**src/rtl/sram_rd_arbiter.sv**
```systemverilog
// Round-robin read arbiter in front of one packet SRAM: grants one port per
// page burst of 8 beats and returns tagged read data after the SRAM latency.
module sram_rd_arbiter #(
    parameter int NUM_PORTS = 16,
    parameter int PAGE_W    = 11,
    parameter int SRAM_LAT  = 1
) (
    input  logic                             clk,
    input  logic                             rst_n,
    input  logic [NUM_PORTS-1:0]             req,
    input  logic [NUM_PORTS-1:0][PAGE_W-1:0] req_page,
    output logic [NUM_PORTS-1:0]             grant,
    output logic                             busy,
    output logic                             sram_rd_en,
    output logic [PAGE_W+2:0]                sram_rd_addr,
    input  logic [15:0]                      sram_dout,
    output logic                             out_vld,
    output logic [3:0]                       out_port,
    output logic [15:0]                      out_data,
    output logic                             out_first,
    output logic                             out_last
);

    logic [2:0]                beat_q, beat_d;
    logic [3:0]                rr_ptr_q, rr_ptr_d;
    logic [3:0]                cur_port_q, cur_port_d;
    logic [PAGE_W-1:0]         cur_page_q, cur_page_d;
    logic [NUM_PORTS-1:0]      grant_q, grant_d;
    logic                      busy_q, busy_d;
    logic                      rd_en_q, rd_en_d;
    logic [PAGE_W+2:0]         rd_addr_q, rd_addr_d;
    logic [SRAM_LAT:0]         pvld_q, pvld_d;
    logic [SRAM_LAT:0]         pfirst_q, pfirst_d;
    logic [SRAM_LAT:0]         plast_q, plast_d;
    logic [SRAM_LAT:0][3:0]    pport_q, pport_d;
    logic [15:0]               out_data_q, out_data_d;
    logic                      found_s;
    logic [3:0]                winner_s;

    // Round-robin search: first requester at or after rr_ptr, wrapping.
    always_comb begin
        found_s  = 1'b0;
        winner_s = 4'd0;
        for (int i = 0; i < NUM_PORTS; i++) begin
            if (!found_s && req[(int'(rr_ptr_q) + i) % NUM_PORTS]) begin
                found_s  = 1'b1;
                winner_s = 4'((int'(rr_ptr_q) + i) % NUM_PORTS);
            end else begin
                found_s  = found_s;
            end
        end
    end

    // Arbitration on beat 0, otherwise continue issuing the current page.
    always_comb begin
        beat_d     = beat_q;
        rr_ptr_d   = rr_ptr_q;
        cur_port_d = cur_port_q;
        cur_page_d = cur_page_q;
        grant_d    = '0;
        rd_en_d    = 1'b0;
        rd_addr_d  = rd_addr_q;
        if (beat_q == 3'd0) begin
            if (found_s) begin
                grant_d    = {{(NUM_PORTS-1){1'b0}}, 1'b1} << winner_s;
                cur_port_d = winner_s;
                cur_page_d = req_page[winner_s];
                rd_en_d    = 1'b1;
                rd_addr_d  = {req_page[winner_s], 3'd0};
                beat_d     = 3'd1;
                rr_ptr_d   = (int'(winner_s) == NUM_PORTS - 1) ? 4'd0 : winner_s + 4'd1;
            end else begin
                grant_d    = '0;
                rd_en_d    = 1'b0;
            end
        end else begin
            rd_en_d   = 1'b1;
            rd_addr_d = {cur_page_q, beat_q};
            beat_d    = beat_q + 3'd1;
        end
        // busy spans every issue cycle of the page, including beat 7.
        busy_d = rd_en_d;
    end

    // Return pipeline: tag each issued beat and align it to the SRAM data.
    always_comb begin
        pvld_d[0]   = rd_en_q;
        pport_d[0]  = cur_port_q;
        pfirst_d[0] = (rd_addr_q[2:0] == 3'd0);
        plast_d[0]  = (rd_addr_q[2:0] == 3'd7);
        for (int i = 1; i <= SRAM_LAT; i++) begin
            pvld_d[i]   = pvld_q[i-1];
            pport_d[i]  = pport_q[i-1];
            pfirst_d[i] = pfirst_q[i-1];
            plast_d[i]  = plast_q[i-1];
        end
        if (pvld_d[SRAM_LAT]) begin
            out_data_d = sram_dout;
        end else begin
            out_data_d = out_data_q;
        end
    end

    // State and output registers.
    always_ff @(posedge clk or negedge rst_n) begin
        if (!rst_n) begin
            beat_q     <= 3'd0;
            rr_ptr_q   <= 4'd0;
            cur_port_q <= 4'd0;
            cur_page_q <= '0;
            grant_q    <= '0;
            busy_q     <= 1'b0;
            rd_en_q    <= 1'b0;
            rd_addr_q  <= '0;
            pvld_q     <= '0;
            pfirst_q   <= '0;
            plast_q    <= '0;
            pport_q    <= '0;
            out_data_q <= 16'd0;
        end else begin
            beat_q     <= beat_d;
            rr_ptr_q   <= rr_ptr_d;
            cur_port_q <= cur_port_d;
            cur_page_q <= cur_page_d;
            grant_q    <= grant_d;
            busy_q     <= busy_d;
            rd_en_q    <= rd_en_d;
            rd_addr_q  <= rd_addr_d;
            pvld_q     <= pvld_d;
            pfirst_q   <= pfirst_d;
            plast_q    <= plast_d;
            pport_q    <= pport_d;
            out_data_q <= out_data_d;
        end
    end

    assign grant        = grant_q;
    assign busy         = busy_q;
    assign sram_rd_en   = rd_en_q;
    assign sram_rd_addr = rd_addr_q;
    assign out_vld      = pvld_q[SRAM_LAT];
    assign out_port     = pport_q[SRAM_LAT];
    assign out_first    = pfirst_q[SRAM_LAT];
    assign out_last     = plast_q[SRAM_LAT];
    assign out_data     = out_data_q;

endmodule
```
**config.mk**
```make
export PLATFORM = sky130hd
export DESIGN_NAME = sram_rd_arbiter
export DESIGN_NICKNAME = d
export VERILOG_FILES = /design/src/rtl/sram_rd_arbiter.sv
export SDC_FILE = /design/constraint.sdc
export NUM_CORES = 1
export LEC_CHECK = 0
export CAP_MARGIN = 20
export CORE_UTILIZATION = 50
export DETAILED_ROUTE_END_ITERATION = 10
export GPL_ROUTABILITY_DRIVEN = 0
export GPL_TIMING_DRIVEN = 0
export PLACE_DENSITY = 0.88
export SYNTH_ARGS = -nofsm -noshare
export SYNTH_HDL_FRONTEND = slang
export SYNTH_SLANG_ARGS = --single-unit
```
**constraint.sdc**
```tcl
create_clock -name clk -period 10.4 [get_ports clk]
set_clock_uncertainty 0.2 [all_clocks]
set_input_delay 2.08 -clock clk [delete_from_list [all_inputs] [get_ports clk]]
set_output_delay 2.08 -clock clk [all_outputs]
set_load 0.05 [all_outputs]
```
==> results of run 1 <==
-- area by class of cell --
| type | count | area (um2) | area share [%] |
|---|---|---|---|
| Antenna cell | 3 | 7.51 | 0.0721 |
| Buffer | 52 | 270 | 2.59 |
| Clock buffer | 9 | 225 | 2.16 |
| Clock inverter | 7 | 98.8 | 0.949 |
| Inverter | 13 | 48.8 | 0.468 |
| Multi-Input combinational cell | 593 | 4800 | 46.1 |
| Sequential cell | 83 | 2080 | 19.9 |
| Tap cell | 180 | 225 | 2.16 |
| Timing Repair Buffer | 265 | 2670 | 25.6 |
-- state kept, by name (all words and copies together) (netlist names) --
register	flops
grant	16
out_data	16
sram_rd_addr	14
cur_page_q	11
cur_port_q	4
out_port	4
pport_d	4
rr_ptr_q	4
beat_q	3
pfirst_q	2
plast_q	2
pvld_q	2
sram_rd_en	1
-- metrics by stage --
stage                     utilization [%]  instance area [um2]  instances  hold WS (ps)
after CTS                            74.7                10400       1202           153
final                                74.8                10400       1205           150
after global placement               72.2                10100       1185           134
after floorplan                         -                 7190        741           131
after global routing                 74.8                10400       1204           157
after detailed placement             72.4                10100       1186           138
-- per-layer routing --
metal / track usage [%] / part of all wire [%] / vias to the layer above
met5: 0 / 0 / -
met2: 60.6 / 49 / 535
met4: 18.1 / 4.8 / 0
met1: 45.0 / 36 / 3721
li1: - / - / 3398
met3: 9.46 / 11 / 107
-- critical path, stage by stage, from the launching register on --
cell	delay, ps
dfrtp_1	600
buf_2	340
clkbuf_1	480
inv_1	350
ha_1	380
buf_2	260
mux4_2	550
mux2_2	300
mux2_2	360
nor3_4	240
o2111ai_4	270
nor4_4	630
nand2_1	120
o21a_1	220
nor2_1	160
clkbuf_1	450
clkbuf_1	420
nand4_1	310
nand3_1	150
-- cells by family after synthesis --
family,count (synthesis)
AND/OR/NAND/NOR,242
multiplexers,178
AO/OA/AOI/OAI,149
flip-flops,83
buffers and inverters,65
adder cells (fa/ha/maj),14
XOR/XNOR,10
-- path summary, 6_finish.rpt --
path / depth (start not counted) / endpoint / from
min: 0 / out_port[1]$_DFF_PN0_ / pport_d[5]$_DFF_PN0_
min in group asynchronous: 1 / out_data[13]$_DFFE_PN0P_ / rst_n
max reg2reg: 18 / sram_rd_addr[8]$_DFFE_PN0P_ / rr_ptr_q[1]$_DFFE_PN0P_
max in group asynchronous: 2 / sram_rd_addr[5]$_DFFE_PN0P_ / rst_n
min reg2reg: 0 / out_port[1]$_DFF_PN0_ / pport_d[5]$_DFF_PN0_
max: 18 / sram_rd_addr[8]$_DFFE_PN0P_ / rr_ptr_q[1]$_DFFE_PN0P_
-- synth_stat cells (all sizes together) (5+ instances only) --
cell type / count / area [um2]
a22oi: 23 / 186
nor3: 22 / 121
mux2: 62 / 698
nand4: 17 / 106
nand2: 55 / 206
nand3: 36 / 180
o21ai: 14 / 70.1
a31oi: 5 / 31.3
o22ai: 6 / 37.5
o32a: 12 / 120
a21oi: 15 / 75.1
mux2i: 97 / 971
and2: 27 / 171
a211oi: 25 / 193
clkbuf: 19 / 71.3
xnor2: 7 / 61.3
nor2b: 5 / 31.3
and3: 17 / 106
nor4: 5 / 46.3
o211ai: 5 / 37.5
nand2b: 5 / 31.3
mux4: 19 / 428
ha: 14 / 175
buf: 33 / 199
dfrtp: 83 / 2080
a21o: 9 / 67.6
inv: 11 / 41.3
nor2: 37 / 146
==> summary.txt, run 1 <==
Run status
  – Status: finished clean

Place
  – Dpl hpwl: 22000 um
  – Port Buffers: about 260
  – Pre-CTS WS: between 3000 and 4000 ps

Clocking
  – Post-CTS sizing: 0
  – CTS Buf Count: 9
  – Sink Count: 83
  – Worst-skew pair later-pin latency: 340 ps
  – Register clock-pin slew on the reported worst setup and hold paths: ~70 ps
  – H-tree depth: 3
  – CTS Buffer Depth: 2
  – Clock root cell: clkbuf_16
  – # Post-CTS Setup Buffers: 0
  – CTS tree: built
  – Hold-fix buffers, CTS: 0

Detailed routing
  – Drt via density: 6.44
  – Routed vias: about 7800
  – Remaining DRCs: 0
  – Wire per inst: 22.8 um
  – TritonRoute pass-1 iters: 6
  – Post-Route WL: 27500 um
  – DRT iter0 DRCs: 825
  – Remaining antenna violation count after routing: 0

Yosys
  – Ys Warns: 0
  – Sequential element share of the synthesized area: 28.9%
  – Synthesized-area fraction occupied by adder cells: under 10%
  – Cell Area, Synth: 7190 um2
  – Synth Area in Compound Gates: between 10% and 20%
  – Mux contribution to synthesized area: 29.1%
  – Fraction of registers with async set or reset after synthesis: 100%
  – Cell count after synthesis: 741
  – Simple-Gate Fraction of Synth Area: between 15 and 20%
  – EDFF count, synth: 0
  – XOR/XNOR Fraction of Synth Area: under 10%
  – Ys flop type: dfrtp_1
  – Synth Register Bits: 83
  – Synth Net Count: 965
  – Largest family of logic cells by synthesized area: multiplexers
  – Synth unique cells: 73
  – Mapped Avg Cell Area: around 9.7 um2

Critical path
  – Crit path kind: reg2reg
  – R2R setup slack: 3500 ps
  – Critical Path AT: 6970 ps
  – Crit path max fanout: 10
  – Critical path endpoint category: register
  – Setup crit start kind: register
  – WP data required: 10470 ps

Finish
  – Most frequent cells in the layout: 263 x clkdlybuf4s50_1, 97 x mux2i_1, 83 x dfrtp_1
  – Commonest non-fill, non-tap cell in the layout: clkdlybuf4s50_1
  – Final net count: 1241
  – Area delta synth->final: 44.8%
  – Fillcell total: 1009
  – Share of cells above drive strength 1: 13.4%

Timing
  – Max transition margin: 30.8%
  – Post-route setup slack: 3500 ps
  – RSZ-0062 raised after global routing: false
  – # setup viols final: 0
  – Hold Vio Cnt, Final: 0
  – Fmax: 0.145 GHz
  – Part of the cycle the worst path needs: ~66%
  – Final Max Slew Viols: 0
  – Worst-Margin Slew: between 1000 and 1500 ps
  – TNS Setup: 0 ps
  – Min Tclk post-route: 6900 ps

Global route
  – Grt total ovfl: 0
  – Initial antenna violation count: 3
  – Vias in the first global route: between 7000 and 8000
  – First-pass GRT wire length: 40700 um
  – All-Layer GR Usage: 37.0%
  – Largest net degree at the start of global routing: 57

Die
  – Die area: 14900 um2
  – Io pins: approximately 270
  – Die W: 122 um
  – Die height: about 120 um
  – Starting density of the core: 51.6%
  – Core Area: 13900 um2
  – # rows: 43

Hold path
  – Hold Path Class: reg2reg

Flow run
  – # Max-Cap Violations: 0
Power of run 1 is not shown: default switching activity piles up to over one toggle a cycle in this logic, so the estimate is an artifact.
==> run 2: changes to the inputs <==
--- a/config.mk
+++ b/config.mk
@@ -6,11 +6,11 @@
 export NUM_CORES = 1
 export LEC_CHECK = 0
 export CAP_MARGIN = 20
-export CORE_UTILIZATION = 50
+export CORE_UTILIZATION = 42
 export DETAILED_ROUTE_END_ITERATION = 10
 export GPL_ROUTABILITY_DRIVEN = 0
 export GPL_TIMING_DRIVEN = 0
-export PLACE_DENSITY = 0.88
+export PLACE_DENSITY = 0.78
 export SYNTH_ARGS = -nofsm -noshare
 export SYNTH_HDL_FRONTEND = slang
 export SYNTH_SLANG_ARGS = --single-unit
==> constraint.sdc (replaced) <==
create_clock -name clk -period 5.8 [get_ports clk]
set_clock_uncertainty 0.2 [all_clocks]
set_input_delay 1.16 -clock clk [delete_from_list [all_inputs] [get_ports clk]]
set_output_delay 1.16 -clock clk [all_outputs]
set_load 0.05 [all_outputs]
==> run 2 against run 1 <==
Net effect: global-route usage fell by 6.3 points; non-clock buffer count rose by 14; sequential cell count did not move; routed wire length fell by 0.42%.
==> summary.txt, run 2 (synthesized netlist as in run 1, its figures left out) <==
Critical path
  – Setup crit start kind: register
  – Critical path endpoint category: register
  – Critical Path AT: 5630 ps (-1340 ps)
  – Crit path max fanout: 11 (+1)
  – Crit path kind: reg2reg
  – Crit-path slowest cell: dfrtp_1
  – WP data required: 5820 ps (-4650 ps)
  – CP peak stage delay: 420 ps (-210 ps)
  – Worst-path cell chain: clkbuf_1 -> clkbuf_2 -> clkinv_2 -> ha_1 -> xnor2_2 -> mux2_2 -> mux2i_2 -> o21ai_1 -> and4_1 -> or3_1 -> a211oi_1 -> a21o_1 -> buf_6 -> buf_6 -> buf_4 -> mux2i_2 -> nand3_1 -> nand4_1 -> nand3_1

Clocking
  – CTS Buf Count: 9 (unchanged)
  – Clock root cell: clkbuf_16
  – CTS tree: built
  – H-tree depth: 3 (unchanged)
  – Hold-fix buffers, CTS: 0 (unchanged)
  – Sink Count: 83 (unchanged)
  – Worst-skew pair later-pin latency: 340 ps (about the same)
  – Register clock-pin slew on the reported worst setup and hold paths: 60 ps (about the same)
  – CTS Buffer Depth: 2 (unchanged)

Timing
  – RSZ-0062 raised after global routing: false
  – Fmax: 0.178 GHz (+23%)
  – TNS Setup: 0 ps (unchanged)
  – Worst-Margin Slew: 822 ps (-206 ps)
  – Max transition margin: 44.8% (+14 points)
  – # setup viols final: 0 (unchanged)
  – Min Tclk post-route: 5610 ps (-1290 ps)
  – Part of the cycle the worst path needs: 96.7% (+30 points)
  – Final Max Slew Viols: 0 (unchanged)
  – Hold Vio Cnt, Final: 0 (unchanged)

Detailed routing
  – Remaining DRCs: 0 (unchanged)
  – Post-Route WL: 27400 um (-0.42%)
  – DRT iter0 DRCs: 749 (-9.2%)
  – Drt via density: 6.06 (-6.0%)
  – Routed vias: 7608 (-2.0%)
  – Wire per inst: 21.8 um (-4.5%)
  – TritonRoute pass-1 iters: 7 (+1)
  – Remaining antenna violation count after routing: 0 (unchanged)

Global route
  – Initial antenna violation count: 0 (-3)
  – Vias in the first global route: 7374 (-1.4%)
  – Largest net degree at the start of global routing: 48 (-16%)
  – All-Layer GR Usage: 30.7% (-6.3 points)
  – First-pass GRT wire length: 41400 um (+1.7%)
  – Grt total ovfl: 0 (unchanged)

Flow run
  – # Max-Cap Violations: 0 (unchanged)

Finish
  – Finished Layout Cells: 1256 (+4.2%)
  – Final net count: 1255 (+1.1%)
  – Fillcell total: 1370 (+36%)
  – Ant diodes: 0 (-3)
  – Area delta synth->final: 48.6%
  – Share of cells above drive strength 1: 17.3% (+3.9 points)
  – Most frequent cells in the layout: 263 x clkdlybuf4s50_1, 92 x mux2i_1, 82 x dfrtp_1
  – Commonest non-fill, non-tap cell in the layout: clkdlybuf4s50_1

Place
  – Port Buffers: 264 (unchanged)
  – Dpl cells: 1226 (+3.4%)
  – Dpl hpwl: 21800 um (-0.78%)

Die
  – Io pins: 265 (unchanged)
  – Starting density of the core: 43.2% (-8.4 points)
  – Die W: 133 um (+9.0%)
  – Core Area: 16600 um2 (+19%)
  – Die height: 133 um (+9.0%)
  – Die area: 17700 um2 (+19%)
  – # rows: 47 (+9.3%)

Run status
  – Status: finished clean

Hold path
  – Hold Path Class: reg2reg
==> run 2: changes by cell type in the layout (fill, tap and decap cells not counted), moves of 3 or more <==
| cell | change |
|---|---|
| buf_2 | -6 |
| buf_4 | +21 |
| clkbuf_1 | -7 |
| clkbuf_2 | +6 |
| clkinv_2 | +3 |
| diode_2 | -3 |
| mux2i_1 | -5 |
| mux2i_2 | +4 |
==> run 2: path summary, 6_finish.rpt <==
kind	endpoint	slack, ps	from	cells after the start
setup / recovery	cur_page_q[2]$_DFFE_PN0P_	190	rr_ptr_q[2]$_DFFE_PN0P_	19
hold / removal	out_port[0]$_DFF_PN0_	150	pport_d[4]$_DFF_PN0_	0
setup reg to reg	cur_page_q[2]$_DFFE_PN0P_	190	rr_ptr_q[2]$_DFFE_PN0P_	19
hold reg to reg	out_port[0]$_DFF_PN0_	150	pport_d[4]$_DFF_PN0_	0
max in group asynchronous	sram_rd_addr[5]$_DFFE_PN0P_	4220	rst_n	2
min in group asynchronous	out_data[13]$_DFFE_PN0P_	570	rst_n	1
==> run 2: metrics by stage <==
step                      utilization [%]  cell area, um2  setup WS (ps)  hold WS (ps)
after CTS                            63.8           10600           80.2           151
after detailed placement             60.9           10100           -931           137
after global placement               60.8           10100           -856           134
final                                64.2           10700            190           148
after floorplan                         -            7190            396           131
after global routing                 64.2           10700           18.5           152
==> run 2: critical path, delay by kind of cell (launching register included) <==
| kind | cells | cell delay, ps |
|---|---|---|
| muxes | 3 | 1180 |
| and+or+nand+nor | 5 | 1020 |
| xor gates and xnor gates | 1 | 320 |
| DFF | 1 | 420 |
| AOI/OAI and AO/OA | 3 | 540 |
| buffers and inverters | 6 | 1490 |
| adders and majority gates | 1 | 290 |
==> run 2: per-layer routing <==
metal	track usage [%]	vias up	part of all wire, %
met5	0	-	0
met4	9.51	0	3.0
met3	4.64	72	7.7
met2	54.5	456	51
met1	38.0	3669	38
li1	-	3411	-
==> run 2: what timing repair did <==
item | CTS | global route
setup endpoints to repair | 51 | 32
setup buffers | 8 | 7
pin swaps | 4 | 2
resized for setup | 34 | 8
==> run 2: final cells by class <==
cell class	instances	area (um2)	area share [%]
inverter	13	55.1	0.515
sequential	83	2080	19.4
buffer	51	297	2.77
multi-input combinational	593	4900	45.9
clock inverter	7	75.1	0.702
clock buffer	9	225	2.11
tap	220	275	2.58
timing repair buffer	280	2780	26.0
Power of run 2 is left out for the same reason.
